<file path="src/rtl/debounce_botones_pkg.sv">
// Shared definitions for the button debouncer: channel state encoding and
// the default stability window for the 50 MHz board clock.
package debounce_botones_pkg;

    // Channel state encoding. The two WAIT states hold the candidate new level
    // until it has been stable long enough.
    typedef enum logic [1:0] {
        S_LOW       = 2'd0,
        S_WAIT_HIGH = 2'd1,
        S_HIGH      = 2'd2,
        S_WAIT_LOW  = 2'd3
    } estado_t;

    // 20 ms at 50 MHz.
    localparam int DEBOUNCE_CYCLES_DEF = 1000000;

endpackage

</file>
<file path="src/rtl/debounce_botones_if.sv">
// Button bundle: raw inputs toward the debouncer, clean level and edge
// pulses back out. master = board/stimulus side, slave = debouncer side.
interface debounce_botones_if #(
    parameter int N_BTN = 3
);
    logic [N_BTN-1:0] btn_raw;
    logic [N_BTN-1:0] btn_level;
    logic [N_BTN-1:0] btn_rise;
    logic [N_BTN-1:0] btn_fall;

    modport master (
        output btn_raw,
        input  btn_level,
        input  btn_rise,
        input  btn_fall
    );

    modport slave (
        input  btn_raw,
        output btn_level,
        output btn_rise,
        output btn_fall
    );
endinterface

</file>
<file path="src/rtl/debounce_botones_canal.sv">
// Single debounce channel: two-flop synchroniser, four-state acceptance FSM
// with a stability counter, and registered level/rise/fall outputs.
//
// state        | meaning
// -------------+------------------------------------------------------------
// S_LOW        | accepted level is 0, input agrees
// S_WAIT_HIGH  | accepted level is 0, input has been 1 for cnt samples
// S_HIGH       | accepted level is 1, input agrees
// S_WAIT_LOW   | accepted level is 1, input has been 0 for cnt samples
module debounce_canal
    import debounce_botones_pkg::*;
#(
    parameter int DEBOUNCE_CYCLES = DEBOUNCE_CYCLES_DEF
) (
    input  logic clk,
    input  logic rst,
    input  logic btn_raw,
    output logic btn_level,
    output logic btn_rise,
    output logic btn_fall
);

    localparam int                 CNT_W    = $clog2(DEBOUNCE_CYCLES + 1);
    localparam logic [CNT_W-1:0]   CNT_LAST = CNT_W'(DEBOUNCE_CYCLES - 1);

    logic             sync_q1;
    logic             btn_sync;
    estado_t          estado;
    logic [CNT_W-1:0] cnt;

    // Two-flop synchroniser; only btn_sync is used past this point.
    always_ff @(posedge clk) begin
        if (rst) begin
            sync_q1  <= 1'b0;
            btn_sync <= 1'b0;
        end else begin
            sync_q1  <= btn_raw;
            btn_sync <= sync_q1;
        end
    end

    // Acceptance FSM plus outputs registered from the current state; a rise
    // is the first cycle the registered level catches up with S_HIGH.
    always_ff @(posedge clk) begin
        if (rst) begin
            estado    <= S_LOW;
            cnt       <= '0;
            btn_level <= 1'b0;
            btn_rise  <= 1'b0;
            btn_fall  <= 1'b0;
        end else begin
            btn_level <= (estado == S_HIGH) || (estado == S_WAIT_LOW);
            btn_rise  <= (estado == S_HIGH) && !btn_level;
            btn_fall  <= (estado == S_LOW)  &&  btn_level;

            case (estado)
                S_LOW: begin
                    if (btn_sync) begin
                        estado <= S_WAIT_HIGH;
                        cnt    <= CNT_W'(1);
                    end else begin
                        cnt    <= '0;
                    end
                end
                S_WAIT_HIGH: begin
                    if (!btn_sync) begin
                        estado <= S_LOW;
                        cnt    <= '0;
                    end else if (cnt == CNT_LAST) begin
                        estado <= S_HIGH;
                        cnt    <= '0;
                    end else begin
                        cnt    <= cnt + 1'b1;
                    end
                end
                S_HIGH: begin
                    if (!btn_sync) begin
                        estado <= S_WAIT_LOW;
                        cnt    <= CNT_W'(1);
                    end else begin
                        cnt    <= '0;
                    end
                end
                S_WAIT_LOW: begin
                    if (btn_sync) begin
                        estado <= S_HIGH;
                        cnt    <= '0;
                    end else if (cnt == CNT_LAST) begin
                        estado <= S_LOW;
                        cnt    <= '0;
                    end else begin
                        cnt    <= cnt + 1'b1;
                    end
                end
                default: begin
                    estado <= S_LOW;
                    cnt    <= '0;
                end
            endcase
        end
    end

endmodule

</file>
<file path="src/rtl/debounce_botones.sv">
// Debouncer for the board push-buttons: N_BTN independent channels, each
// delivering a clean level and one-cycle rise/fall pulses.
module debounce_botones
    import debounce_botones_pkg::*;
#(
    parameter int N_BTN           = 3,
    parameter int DEBOUNCE_CYCLES = DEBOUNCE_CYCLES_DEF
) (
    input  logic               clk,
    input  logic               rst,
    debounce_botones_if.slave  bus
);

    logic [N_BTN-1:0] level_v;
    logic [N_BTN-1:0] rise_v;
    logic [N_BTN-1:0] fall_v;

    for (genvar i = 0; i < N_BTN; i++) begin : g_canal
        debounce_canal #(
            .DEBOUNCE_CYCLES (DEBOUNCE_CYCLES)
        ) u_canal (
            .clk       (clk),
            .rst       (rst),
            .btn_raw   (bus.btn_raw[i]),
            .btn_level (level_v[i]),
            .btn_rise  (rise_v[i]),
            .btn_fall  (fall_v[i])
        );
    end

    // Channel outputs are already registered; this just routes them out.
    always_comb begin
        bus.btn_level = level_v;
        bus.btn_rise  = rise_v;
        bus.btn_fall  = fall_v;
    end

endmodule

</file>
<file path="src/flat_wrapper.sv">
// flat-port wrapper written by rule: the top's interface ports become plain ports
module debounce_botones_flat import debounce_botones_pkg::*;
#(
    parameter int N_BTN           = 3,
    parameter int DEBOUNCE_CYCLES = DEBOUNCE_CYCLES_DEF
)
  (clk, rst, bus_btn_raw, bus_btn_level, bus_btn_rise, bus_btn_fall);
  debounce_botones_if #(.N_BTN(N_BTN)) bus_i ();
  input  logic clk;
  input  logic rst;
  input wire logic [$bits(bus_i.btn_raw)-1:0] bus_btn_raw;
  output wire logic [$bits(bus_i.btn_level)-1:0] bus_btn_level;
  output wire logic [$bits(bus_i.btn_rise)-1:0] bus_btn_rise;
  output wire logic [$bits(bus_i.btn_fall)-1:0] bus_btn_fall;
  assign bus_i.btn_raw = bus_btn_raw;
  assign bus_btn_level = bus_i.btn_level;
  assign bus_btn_rise = bus_i.btn_rise;
  assign bus_btn_fall = bus_i.btn_fall;
  debounce_botones #(.N_BTN(N_BTN), .DEBOUNCE_CYCLES(DEBOUNCE_CYCLES)) u_core (.clk(clk), .rst(rst), .bus(bus_i));
endmodule
</file>
<file path="config.mk">
export PLATFORM = sky130hd
export DESIGN_NAME = debounce_botones_flat
export DESIGN_NICKNAME = d
export VERILOG_FILES = /design/src/rtl/debounce_botones_pkg.sv /design/src/rtl/debounce_botones_if.sv /design/src/rtl/debounce_botones_canal.sv /design/src/rtl/debounce_botones.sv /design/src/flat_wrapper.sv
export SDC_FILE = /design/constraint.sdc
export NUM_CORES = 1
export LEC_CHECK = 0
export CAP_MARGIN = 0
export CORE_UTILIZATION = 25
export CTS_CLUSTER_DIAMETER = 40
export DETAILED_ROUTE_END_ITERATION = 12
export DONT_BUFFER_PORTS = 1
export PLACE_DENSITY_LB_ADDON = 0.25
export REMOVE_ABC_BUFFERS = 1
export SYNTH_ARGS = -nofsm -noshare
export SYNTH_HDL_FRONTEND = slang
export SYNTH_SLANG_ARGS = --single-unit
</file>
<file path="constraint.sdc">
create_clock -name clk -period 2.3 [get_ports clk]
set_input_delay 0.575 -clock clk [delete_from_list [all_inputs] [get_ports clk]]
set_output_delay 0.575 -clock clk [all_outputs]
set_load 0.02 [all_outputs]
</file>
## Word-level counts from Yosys, hierarchy flattened

Index checks and enable logic that the tools add are counted.
Widths: inputs -> output; s select.

| word-level totals | value |
|---|---|
| bits in registers | 81 |
| latch bits | 0 |
| memory bits (writable) | 0 |
| bits in read-only memories | 0 |
| input bits | 5 |
| output and inout port bits | 9 |
| word-level logic and storage cells | 105 |
| memories | 0 |

| cells by class | value |
|---|---|
| add/subtract/negate cells | 3 |
| $mul | 0 |
| divide/modulo/power cells | 0 |
| order comparisons | 0 |
| equal/unequal tests | 24 |
| shift operators | 0 |
| mux-type cells | 39 |
| bitwise logic cells | 0 |
| reduce and logical (&&, ||, !) cells | 18 |

Operators with widths:

| operator | count |
|---|---|
| $pmux 20 s4 | 3 |
| $mux 20 | 9 |
| $add 20x1->20 const B | 3 |
| $eq 20x20->1 const B | 3 |
| $mux 2 | 18 |
| $pmux 2 s4 | 3 |
| $eq 2x2->1 const B | 6 |
| $ne 2x2->1 const B | 6 |
| $reduce_and 4->1 | 3 |
| $ne 3x2->1 const B | 3 |
| $ne 3x3->1 const B | 3 |
| $eq 2x1->1 const B | 3 |
| $logic_and 1x1->1 | 6 |
| $logic_not 2->1 | 3 |
| $mux 1 | 6 |
| $logic_not 1->1 | 3 |
| $logic_or 1x1->1 | 3 |

## Longest topological paths before layout

Gate-level depths: netlist of run 1.

| depth | value |
|---|---|
| depth after elaboration | 4 |
| depth in mapped cells | 8 |
| mapped depth without buffers | 5 |

## By module

A second synthesis of run 1 with hierarchy kept.

| unflattened totals | value |
|---|---|
| cell total of the unflattened synthesis | 366 |
| area, all modules | 3435.8 µm² |

Modules (own cells, without submodules):

| module | instances | cells each | area an instance (µm²) | sequential area each (µm²) |
|---|---|---|---|---|
| debounce_canal (u_core.g_canal[0].u_canal ...) | 2 | 121 | 1141.1 | 540.5 |
| debounce_canal (u_core.g_canal[2].u_canal) | 1 | 124 | 1153.6 | 540.5 |

## Worst setup path before layout of run 1

OpenSTA, ideal clock, no wires.

| timing path | value |
|---|---|
| path type | register to register |
| from | register u_core.g_canal[1].u_canal.cnt[0] |
| to | register u_core.g_canal[1].u_canal.cnt[4] |
| library setup time | 115 ps |
| arrival time | 1681 ps |
| required time | 2185 ps |
| setup slack | 504 ps |
| stages on the path, launching flop included | 7 |
| path buffers | 1 |
| period minus slack after synthesis | 1796 ps |
| cells stage by stage | dfxtp_1 -> ha_1 -> nand3_1 -> or4_4 -> o211ai_4 -> buf_6 -> nor2_1 |

| between the ends | value |
|---|---|
| longest elaborated chain between the ends | 4 |
| elaborated cells on any way between the ends | 6 |
| those cells by class | 1 x add/sub; 1 x eq/ne; 4 x mux |

Ends and longest elaborated chain:

| item | RTL line | source |
|---|---|---|
| start, declared | debounce_botones_canal.sv:29 | `logic [CNT_W-1:0] cnt;` |
| start signal, assigned | debounce_botones_canal.sv:73 | `cnt <= cnt + 1'b1;` |
| start signal, assigned | debounce_botones_canal.sv:92 | `cnt <= cnt + 1'b1;` |
| $add 20x1->20 / $eq 20x20->1 (equally long branches) | n/a |  |
| $mux 20 (*) | debounce_botones_canal.sv:69, debounce_botones_canal.sv:88 |  |
| $mux 20, on equally long branches | debounce_botones_canal.sv:85, debounce_botones_canal.sv:66 |  |
| $pmux 20 s4 (*) | debounce_botones_canal.sv:56 | `case (estado)` |

Every way passes the cells marked *; elsewhere a longest branch is shown, timed or not.
A chain may end at the register's enable or synchronous reset.

## Worst setup path in the final report of run 1

| timing path | value |
|---|---|
| from | register u_core.g_canal[0].u_canal.cnt[15] |
| to | register u_core.g_canal[0].u_canal.cnt[2] |

| between the ends | value |
|---|---|
| longest elaborated chain between the ends | 4 |
| elaborated cells on any way between the ends | 5 |
| those cells by class | 1 x eq/ne; 4 x mux |

Ends and longest elaborated chain:

| item | RTL line |
|---|---|
| start, declared | debounce_botones_canal.sv:29 |
| start signal, assigned | debounce_botones_canal.sv:73 |
| start signal, assigned | debounce_botones_canal.sv:92 |
| $eq 20x20->1 (*) | debounce_botones_canal.sv:69, debounce_botones_canal.sv:88 |
| $mux 20 (*) | debounce_botones_canal.sv:69, debounce_botones_canal.sv:88 |
| $mux 20, on equally long branches | debounce_botones_canal.sv:85, debounce_botones_canal.sv:66 |
| $pmux 20 s4 (*) | debounce_botones_canal.sv:56 |

Marks and branches as above.

==> results.md, run 1 <==
Run status:
- The flow ran to the end, and the final reports show no timing, DRC or antenna violations.

Run:
- The total of max-cap violations is 0.

Min path:
- The startpoint identified for the worst hold timing path is rst.
- The path with the worst hold slack has its endpoint at u_core.g_canal[2].u_canal.sync_q1$_SDFF_PP0_.
- The number of stages on the worst hold path is 1.
- In this run the worst hold path is classified as in -> reg.

Synth:
- Dividing the synthesized area by the synthesized cell count gives 9.28 um^2.
- The cell area that synthesis handed to floorplanning was 0.00353 mm^2.
- For this run, the leading register cell type out of synthesis is sky130_fd_sc_hd__dfxtp_1.
- Summed over its instances, the top area cell type makes up 46.0% of the synthesized netlist area.
- The flip-flop and latch count after synthesis is 81.
- After synthesis, the cell types taking the most area are sky130_fd_sc_hd__dfxtp_1 (46%), sky130_fd_sc_hd__xor2_1 (6.2%), sky130_fd_sc_hd__nor2_1 (4.7%).
- The most common cell in the synthesized netlist is sky130_fd_sc_hd__dfxtp_1.
- Synthesis produced 380 cells.
- By count the netlist is led by sky130_fd_sc_hd__dfxtp_1 (81), sky130_fd_sc_hd__nor2_1 (44), sky130_fd_sc_hd__xor2_1 (25).
- In the synthesized netlist the async set-or-reset flop fraction comes to 0%.
- The count of flip-flops with a built-in enable after synthesis is 0.
- For this run, the number of Yosys warnings is 0.
- After synthesis, flip-flops and latches occupy 46.0% of the total area.
- The biggest area contributor in the post-synthesis netlist is sky130_fd_sc_hd__dfxtp_1.
- After synthesis, the netlist uses 46 different library cells.

Layout:
- The layout-stage area growth over the synthesis result is 13.7%.
- The final-stage net count is 384.
- The fraction of the core area covered by cells at the end of the flow is 29.0%.
- The final antenna diode count is 0.
- The post-route standard cell area excluding fillers is 0.00401 mm^2.
- Counting the fill cells in the layout gives 1,453.
- The final cell count without fillers is 561.
- The proportion of layout cells with a drive suffix above 1 is 8.40%.

Global routing:
- The number of antenna violations at the first check in global routing was 0.
- Entering global routing, the biggest net connects 20 pins.
- Global routing finished with a remaining overflow of 0.
- The first global-routing pass estimated 12.1 mm of wire.
- The number of global-route vias before repair is 2,532.
- For this run, the total global-route usage over all layers was measured as 10.5%.

STA:
- The count of final hold-check violations is 0.
- The time the worst path needs with I/O delays and setup is 1.93 ns.
- The worst slack on hold paths is 0.309 ns.
- The final count of pins violating max slew is 0.
- Static timing analysis puts the maximum clock frequency at 518 MHz.
- The final worst-path cycle share is 84.0%.
- Clock skew on the completed layout was measured at 0.00546 ns.
- The slew of the pin with the lowest slew margin is 0.627 ns.
- Setup repair after global routing left no endpoint under its margin.
- Setup violations remaining at the end of the flow were counted as 0.
- The setup total negative slack is 0 ns.
- The max-slew headroom at the worst pin is 57.6%.

CTS:
- The TritonCTS clock tree is yes.
- Clock-pin slew was measured on the worst setup and hold paths at 0.06 ns.
- The H-tree depth is 3.
- CTS placed an instance of sky130_fd_sc_hd__clkbuf_16 at the clock tree root.
- The hold buffer count at CTS is 0.
- In this run, CTS created clock tree buffers numbering 9.
- The later-pin clock latency in the skew report is 0.33 ns.
- The number of cells upsized or downsized after cts is 0.
- Once the clock tree was built, the setup fixing pass inserted 0 buffers.
- CTS saw 81 sinks.
- The number of buffers between clock root and the deepest sink is 2.

Setup path:
- In this run the worst path has a maximum fanout of 13.
- The critical path launch point type is a register.
- For the worst setup path, the data required time is 2.52 ns.
- The kind of critical path is reg -> reg.
- The register-to-register setup slack is 0.37 ns.
- STA classifies the critical path endpoint as a register.
- The worst register-to-register path has a depth of 5.
- The capture instance of the worst register-to-register path is u_core.g_canal[0].u_canal.cnt[2]$_SDFF_PP0_.
- In this run the critical register-to-register path is launched from u_core.g_canal[0].u_canal.cnt[15]$_SDFF_PP0_.
- The data arrival at the endpoint of the critical path is 2.15 ns.
- The startpoint of the worst setup timing path is u_core.g_canal[0].u_canal.cnt[15]$_SDFF_PP0_.

Pwr:
- The worst vdd rail ir drop is 0.000332 V.
- For this design the static power due to leakage is 1.25 nW.
- Dividing total power by cell area gives a power density of 766 mW/mm^2.

Place:
- The placer's final routability congestion estimate is 0.725.
- Including well taps, the total number of placed cells is 545.
- The number of buffer cells added on primary ports is 0.
- Once placement finished, the instance area stood at 0.00366 mm^2.
- Detailed placement finished with a half-perimeter wire length of 4.59 mm.

Route:
- The average vias per placed instance is 4.58.
- The number of detailed-routing iterations run before antenna repair is 4.
- The number of design rule violations left after detail routing is 0.
- The final layout contains routed wiring with a total length of 6.67 mm.
- The detail route stage leaves a number of antenna-violating nets equal to 0.
- The average wire per cell in the routed design is 11.9 um.
- The number of DRC markers in iteration 0 is 51.
- The detailed-route via count is 2,569.

Die:
- From left edge to right edge, the die measures 121 um.
- Once the floorplan was initialized, standard cells occupied 25.5% of the core.
- The floorplan step set the die height to 121 um.
- The die footprint is 0.0146 mm^2.
- The number of ports placed on the die boundary is 14.
- The region available for standard cell placement spans 0.0138 mm^2.
- After floorplanning, the core was divided into 43 placement rows.
[layout make-up]
type                    count  area (um^2)  area share (%)
repair buffers              7         65.1            1.62
inverters                  14         52.6            1.31
well taps                 180          225            5.62
clock inverters             5          103            2.56
multi-input cells         263         1700            42.4
flip-flops and latches     81         1620            40.4
clock buffers              11          243            6.05
[sequential cells by signal (all words and copies together) (netlist names), named ones only]
| signal | count |
|---|---|
| u_core.g_canal.u_canal.estado | 3 |
| u_core.g_canal.u_canal.cnt | 60 |
| u_core.g_canal.u_canal.btn_rise | 3 |
| u_core.g_canal.u_canal.btn_fall | 3 |
| u_core.g_canal.u_canal.btn_sync | 3 |
| u_core.g_canal.u_canal.sync_q1 | 3 |
| u_core.g_canal.u_canal.btn_level | 3 |
[how the worst max path moves through the flow]
| stage | endpoint | slack [ns] | cells after the start |
|---|---|---|---|
| 3_3_place_gp | u_core.g_canal[0].u_canal.cnt[13]$_SDFF_PP0_ | 0.37 | 5 |
| 6_report | u_core.g_canal[0].u_canal.cnt[2]$_SDFF_PP0_ | 0.37 | 5 |
| 3_5_place_dp | u_core.g_canal[1].u_canal.cnt[2]$_SDFF_PP0_ | 0.36 | 6 |
| 4_1_cts | u_core.g_canal[0].u_canal.cnt[2]$_SDFF_PP0_ | 0.34 | 5 |
| 2_1_floorplan | u_core.g_canal[2].u_canal.cnt[10]$_SDFF_PP0_ | 0.48 | 5 |
| 5_1_grt | u_core.g_canal[1].u_canal.cnt[6]$_SDFF_PP0_ | 0.23 | 6 |
[stage by stage]
stage          total power, mW  setup WS [ns]
2_1_floorplan             1.46          0.479
3_3_place_gp              1.46          0.369
3_5_place_dp              1.46          0.363
4_1_cts                   3.13          0.344
5_1_grt                   3.20          0.235
6_report                  3.07          0.368
[worst max-delay path, stage by stage (launching register included)]
cell and delay (ns):
sky130_fd_sc_hd__dfxtp_1 0.33, sky130_fd_sc_hd__or4_4 0.55, sky130_fd_sc_hd__nor4_4 0.37, sky130_fd_sc_hd__a21o_1 0.35, sky130_fd_sc_hd__buf_12 0.18, sky130_fd_sc_hd__nor2_1 0.05
[per-layer routing]
| metal | global-route usage [%] | routed length [um] | vias to the layer above |
|---|---|---|---|
| li1 | - | - | 1327 |
| met1 | 13.1 | 3350 | 1198 |
| met2 | 16.6 | 2960 | 36 |
| met3 | 3.54 | 249 | 8 |
| met4 | 4.17 | 107 | 0 |
| met5 | 0 | 0 | - |
[logic make-up after synthesis]
| family | count (synthesis) | synth area share [%] |
|---|---|---|
| compound gates | 46 | 8.34 |
| fa+ha+maj | 3 | 1.06 |
| flops | 81 | 46.0 |
| buf+inv | 36 | 5.78 |
| simple gates | 172 | 28.4 |
| xor+xnor | 41 | 10.2 |
| mux | 1 | 0.284 |
[cell usage in the layout (no fill, tap or decap), types with 3 or more instances in the layout]
master,count
sky130_fd_sc_hd__a21o_1,3
sky130_fd_sc_hd__a21oi_1,20
sky130_fd_sc_hd__and3_1,3
sky130_fd_sc_hd__and4_1,10
sky130_fd_sc_hd__buf_4,6
sky130_fd_sc_hd__bufinv_16,3
sky130_fd_sc_hd__clkbuf_16,9
sky130_fd_sc_hd__dfxtp_1,81
sky130_fd_sc_hd__ha_1,3
sky130_fd_sc_hd__inv_1,14
sky130_fd_sc_hd__nand2_1,20
sky130_fd_sc_hd__nand3_1,21
sky130_fd_sc_hd__nand4_1,16
sky130_fd_sc_hd__nor2_1,44
sky130_fd_sc_hd__nor2b_1,9
sky130_fd_sc_hd__nor3_1,5
sky130_fd_sc_hd__nor4_1,5
sky130_fd_sc_hd__nor4b_1,5
sky130_fd_sc_hd__o21ai_0,7
sky130_fd_sc_hd__o31ai_1,9
sky130_fd_sc_hd__or3_1,8
sky130_fd_sc_hd__or4_1,9
sky130_fd_sc_hd__xnor2_1,16
sky130_fd_sc_hd__xor2_1,25
[where the power goes]
group | total, mW | switching (mW) | internal, mW | leakage, nW
Sequential | 1.42 | 0.00597 | 1.41 | 0.654
Clock | 1.64 | 0.551 | 1.09 | 0.166
Combinational | 0.0151 | 0.00822 | 0.00683 | 0.430
Note: power is estimated with default switching activity, not from simulation.
==> inputs of run 2 (changes only) <==
clock period = 1.86 ns   (was 2.3 ns; I/O delays follow)
==> results.md, run 2 (synthesis gave the netlist of run 1 again) <==
Run status:
- Outcome: finished clean (unchanged).

Layout:
- The final cell count without fillers was 581 (was 561).
- The number of fillers in the final layout is 1,427 (was 1,453).
- The final antenna diode count was 0 (unchanged).
- The leading cell type in the layout, fill and taps excluded is sky130_fd_sc_hd__dfxtp_1 (unchanged).
- The number of flip-flops under the largest register name came to 60 (unchanged).
- The register name with the most flops is u_core.g_canal.u_canal.cnt (unchanged).
- The final-stage net count came to 405 (was 384).
- The proportion of layout cells with a drive suffix above 1 is 13.5% (was 8.40%).
- The layout-stage area growth over the synthesis result is 17.7% (was 13.7%).
- Leading cell types in the layout, fill and taps excluded: sky130_fd_sc_hd__dfxtp_1 (81), sky130_fd_sc_hd__nor2_1 (44), sky130_fd_sc_hd__xor2_1 (25), sky130_fd_sc_hd__buf_4 (24), sky130_fd_sc_hd__nand3_1 (21) (was sky130_fd_sc_hd__dfxtp_1 (81), sky130_fd_sc_hd__nor2_1 (44), sky130_fd_sc_hd__xor2_1 (25), sky130_fd_sc_hd__nand3_1 (21)).

Min path:
- The end point of the most critical hold path is u_core.g_canal[2].u_canal.sync_q1$_SDFF_PP0_ (unchanged).
- The startpoint of the tightest hold check path is rst (unchanged).
- The path type of the worst min-delay path is in -> reg (unchanged).
- The number of stages on the worst hold path is 1 (unchanged).

Setup path:
- The kind of critical path is reg -> reg (unchanged).
- The slowest cell on the critical path is sky130_fd_sc_hd__or4_4 (unchanged).
- Worst-path cell chain: ha_1 > nand3_1 > or4_4 > o211ai_4 > buf_6 > nor2_1 (was or4_4 > nor4_4 > a21o_1 > buf_12 > nor2_1).
- The register-to-register setup slack was 0.11 ns (was 0.37 ns).
- The startpoint of the worst-slack reg-to-reg timing path is u_core.g_canal[1].u_canal.cnt[0]$_SDFF_PP0_ (was u_core.g_canal[0].u_canal.cnt[15]$_SDFF_PP0_).
- The data required time of the worst path came to 2.08 ns (was 2.52 ns).
- The count of cells along the worst register-to-register path is 6 (was 5).
- The critical path capture point type was a register (unchanged).
- The critical path's top delay family is simple AND/OR/NAND/NOR gates (unchanged).
- The data arrival at the endpoint of the critical path is 1.97 ns (was 2.15 ns).
- The largest fanout on the critical path is 8 (was 13).
- The capture instance of the worst register-to-register path is u_core.g_canal[1].u_canal.cnt[4]$_SDFF_PP0_ (was u_core.g_canal[0].u_canal.cnt[2]$_SDFF_PP0_).
- The startpoint of the worst setup timing path was u_core.g_canal[1].u_canal.cnt[0]$_SDFF_PP0_ (was u_core.g_canal[0].u_canal.cnt[15]$_SDFF_PP0_).
- The critical path launch point type is a register (unchanged).
- The worst path buffer plus inverter count is 1 (unchanged).
- The highest cell delay on the worst timing path is 0.58 ns (was 0.55 ns).

STA:
- The maximum frequency from static timing analysis came to 571 MHz (was 518 MHz).
- The final count of pins violating max slew is 0 (unchanged).
- Setup repair after global routing missed its margin: false (unchanged).
- The post-route clock skew is 0.00585 ns (was 0.00546 ns).
- The setup total negative slack was 0 ns (unchanged).
- The least setup slack across all paths after layout is 0.109 ns (was 0.368 ns).
- The number of setup violations in the final report is 0 (unchanged).
- The max-slew headroom at the worst pin is 63.4% (was 57.6%).
- The slew of the pin with the lowest slew margin was 0.535 ns (was 0.627 ns).
- The final worst-path cycle share is 94.1% (was 84.0%).
- The time the worst path needs with I/O delays and setup is 1.75 ns (was 1.93 ns).
- The count of final hold-check violations is 0 (unchanged).

Die:
- The number of rows in the core area is 43 (unchanged).
- The die footprint is 0.0146 mm^2 (unchanged).
- The die boundary height is 121 um (unchanged).
- The width of the chip is 121 um (unchanged).
- The area of the core is 0.0138 mm^2 (unchanged).
- The starting density of the core is 25.5% (unchanged).
- The number of ports placed on the die boundary is 14 (unchanged).

Route:
- The number of detailed-routing iterations run before antenna repair came to 4 (unchanged).
- The remaining antenna violation count is 0 (unchanged).
- The average vias per placed instance was 4.56 (was 4.58).
- The detailed-route via count is 2,651 (was 2,569).
- The routed wire length on met3 is 288 um (was 249 um).
- The routed metal-1 wire length is 3.52 mm (was 3.35 mm).
- The wire length on met2 was 2.97 mm (was 2.96 mm).
- The average wire per cell in the routed design was 11.8 um (was 11.9 um).
- The detailed-route wire length came to 6.88 mm (was 6.67 mm).
- The number of design rule violations left after detail routing is 0 (unchanged).
- The number of DRC markers in iteration 0 is 121 (was 51).
- The uppermost metal layer occupied by signal nets is met4 (unchanged).

CTS:
- The total CTS buffers is 9 (unchanged).
- The later-pin clock latency in the skew report is 0.33 ns (about the same).
- The clock-pin slew of the registers on the worst-case setup and hold paths was 0.06 ns (about the same).
- The clock root buffer master is sky130_fd_sc_hd__clkbuf_16 (unchanged).
- The number of sinks driven by the clock tree is 81 (unchanged).
- The TritonCTS clock tree was yes (unchanged).
- The number of buffers between clock root and the deepest sink is 2 (unchanged).
- The hold buffer count at CTS is 0 (unchanged).
- The H-tree depth is 3 (unchanged).

Pwr:
- The net switching power of the design is 0.682 mW (was 0.565 mW).
- The relative contribution of combinational cells to total power came to 0.6% (was 0.5%).
- The relative contribution of the clock network to total power is 49.9% (was 53.4%).
- The internal power is 2.85 mW (was 2.51 mW).
- The switching share of power is 19.3% (was 18.4%).
- The power density of the placed cells came to 852 mW/mm^2 (was 766 mW/mm^2).
- The cell leakage power is 1.35 nW (was 1.25 nW).
- The worst vdd rail ir drop is 0.000580 V (was 0.000332 V).
- The share of total power in sequential cells is 49.5% (was 46.1%).

Global routing:
- The number of global-route vias before repair is 2,521 (was 2,532).
- The global route total overflow is 0 (unchanged).
- The number of antenna violations at the first check in global routing is 0 (unchanged).
- The first-pass GRT wire length was 12.1 mm (about the same).
- The total track usage came to 10.6% (was 10.5%).
- The largest net degree at the start of global routing was 20 (unchanged).

Run:
- The total of max-cap violations was 0 (unchanged).

Place:
- The total half-perimeter wirelength after legalization and detailed placement is 4.82 mm (was 4.59 mm).
- The minimum setup slack after placement is 0.0256 ns (was 0.363 ns).
- The placed instance count is 565 (was 545).
- The placer's final routability congestion estimate is 0.764 (was 0.725).
- The number of buffer cells added on primary ports is 0 (unchanged).
[run 2: changes by cell type in the layout (fill, tap and decap cells not counted)]
cell	previous run	this run
sky130_fd_sc_hd__nor4_2	0	1
sky130_fd_sc_hd__buf_4	6	24
sky130_fd_sc_hd__clkbuf_8	1	2
sky130_fd_sc_hd__buf_12	1	2
sky130_fd_sc_hd__bufinv_16	3	1
sky130_fd_sc_hd__nor4_1	5	4
sky130_fd_sc_hd__clkinv_2	1	2
sky130_fd_sc_hd__nor3_2	0	1
sky130_fd_sc_hd__nor3_1	5	4
sky130_fd_sc_hd__buf_6	0	2
sky130_fd_sc_hd__clkinvlp_4	1	0
[run 2: how the worst max path moves through the flow]
| stage | endpoint | slack (ns) | cells after the start |
|---|---|---|---|
| global route | u_core.g_canal[2].u_canal.cnt[17]$_SDFF_PP0_ | 0.01 | 4 |
| detailed placement | register | 0.03 | 5 |
| floorplan | u_core.g_canal[2].u_canal.cnt[10]$_SDFF_PP0_ | 0.04 | 5 |
| CTS | register | 0.007 | 5 |
| finish | u_core.g_canal[1].u_canal.cnt[4]$_SDFF_PP0_ | 0.11 | 6 |
| global placement | register | 0.07 | 5 |
[run 2: layout make-up]
cell class              count  area, um^2  share of cell area (%)
inverters                  14        52.6                    1.27
clock inverters             3        40.0                   0.965
flip-flops and latches     81        1620                    39.1
clock buffers              12         256                    6.18
repair buffers             28         243                    5.85
multi-input cells         263        1710                    41.2
well taps                 180         225                    5.43
[run 2: repair_timing]
item                                    in CTS  in global routing
setup buffers                                0                  1
gates resized for setup                      0                  4
endpoints found under the setup margin       0                 35
hold endpoints to repair                     0                  0
[run 2: per-stage QoR]
step	hold slack, ns	total power, mW	cell area (um^2)	util (%)
floorplan	0.414	1.80	3370	-
global placement	0.421	1.81	3830	27.7
detailed placement	0.420	1.81	3830	27.7
CTS	0.187	3.59	4120	29.8
global route	0.182	3.69	4150	30.0
finish	0.203	3.54	4150	30.0
[run 2: worst register-to-register path: stages, from the launching register on]
cell and delay (ns):
sky130_fd_sc_hd__dfxtp_1 0.35, sky130_fd_sc_hd__ha_1 0.18, sky130_fd_sc_hd__nand3_1 0.11, sky130_fd_sc_hd__or4_4 0.58, sky130_fd_sc_hd__o211ai_4 0.22, sky130_fd_sc_hd__buf_6 0.16, sky130_fd_sc_hd__nor2_1 0.05
[run 2: layer usage]
metal	up-vias	global-route usage [%]
met3	8	3.63
met4	0	3.94
li1	1371	-
met1	1233	13.6
met5	-	0
met2	39	16.2
[run 2: power by group through the flow]
stage | clock (mW) | sequential (mW) | combinational, mW
after floorplan | 0 | 1.79 | 0.0139
after global placement | 0 | 1.79 | 0.0197
after detailed placement | 0 | 1.79 | 0.0198
after CTS | 1.82 | 1.75 | 0.0199
after global routing | 1.92 | 1.75 | 0.0224
final | 1.76 | 1.75 | 0.0198
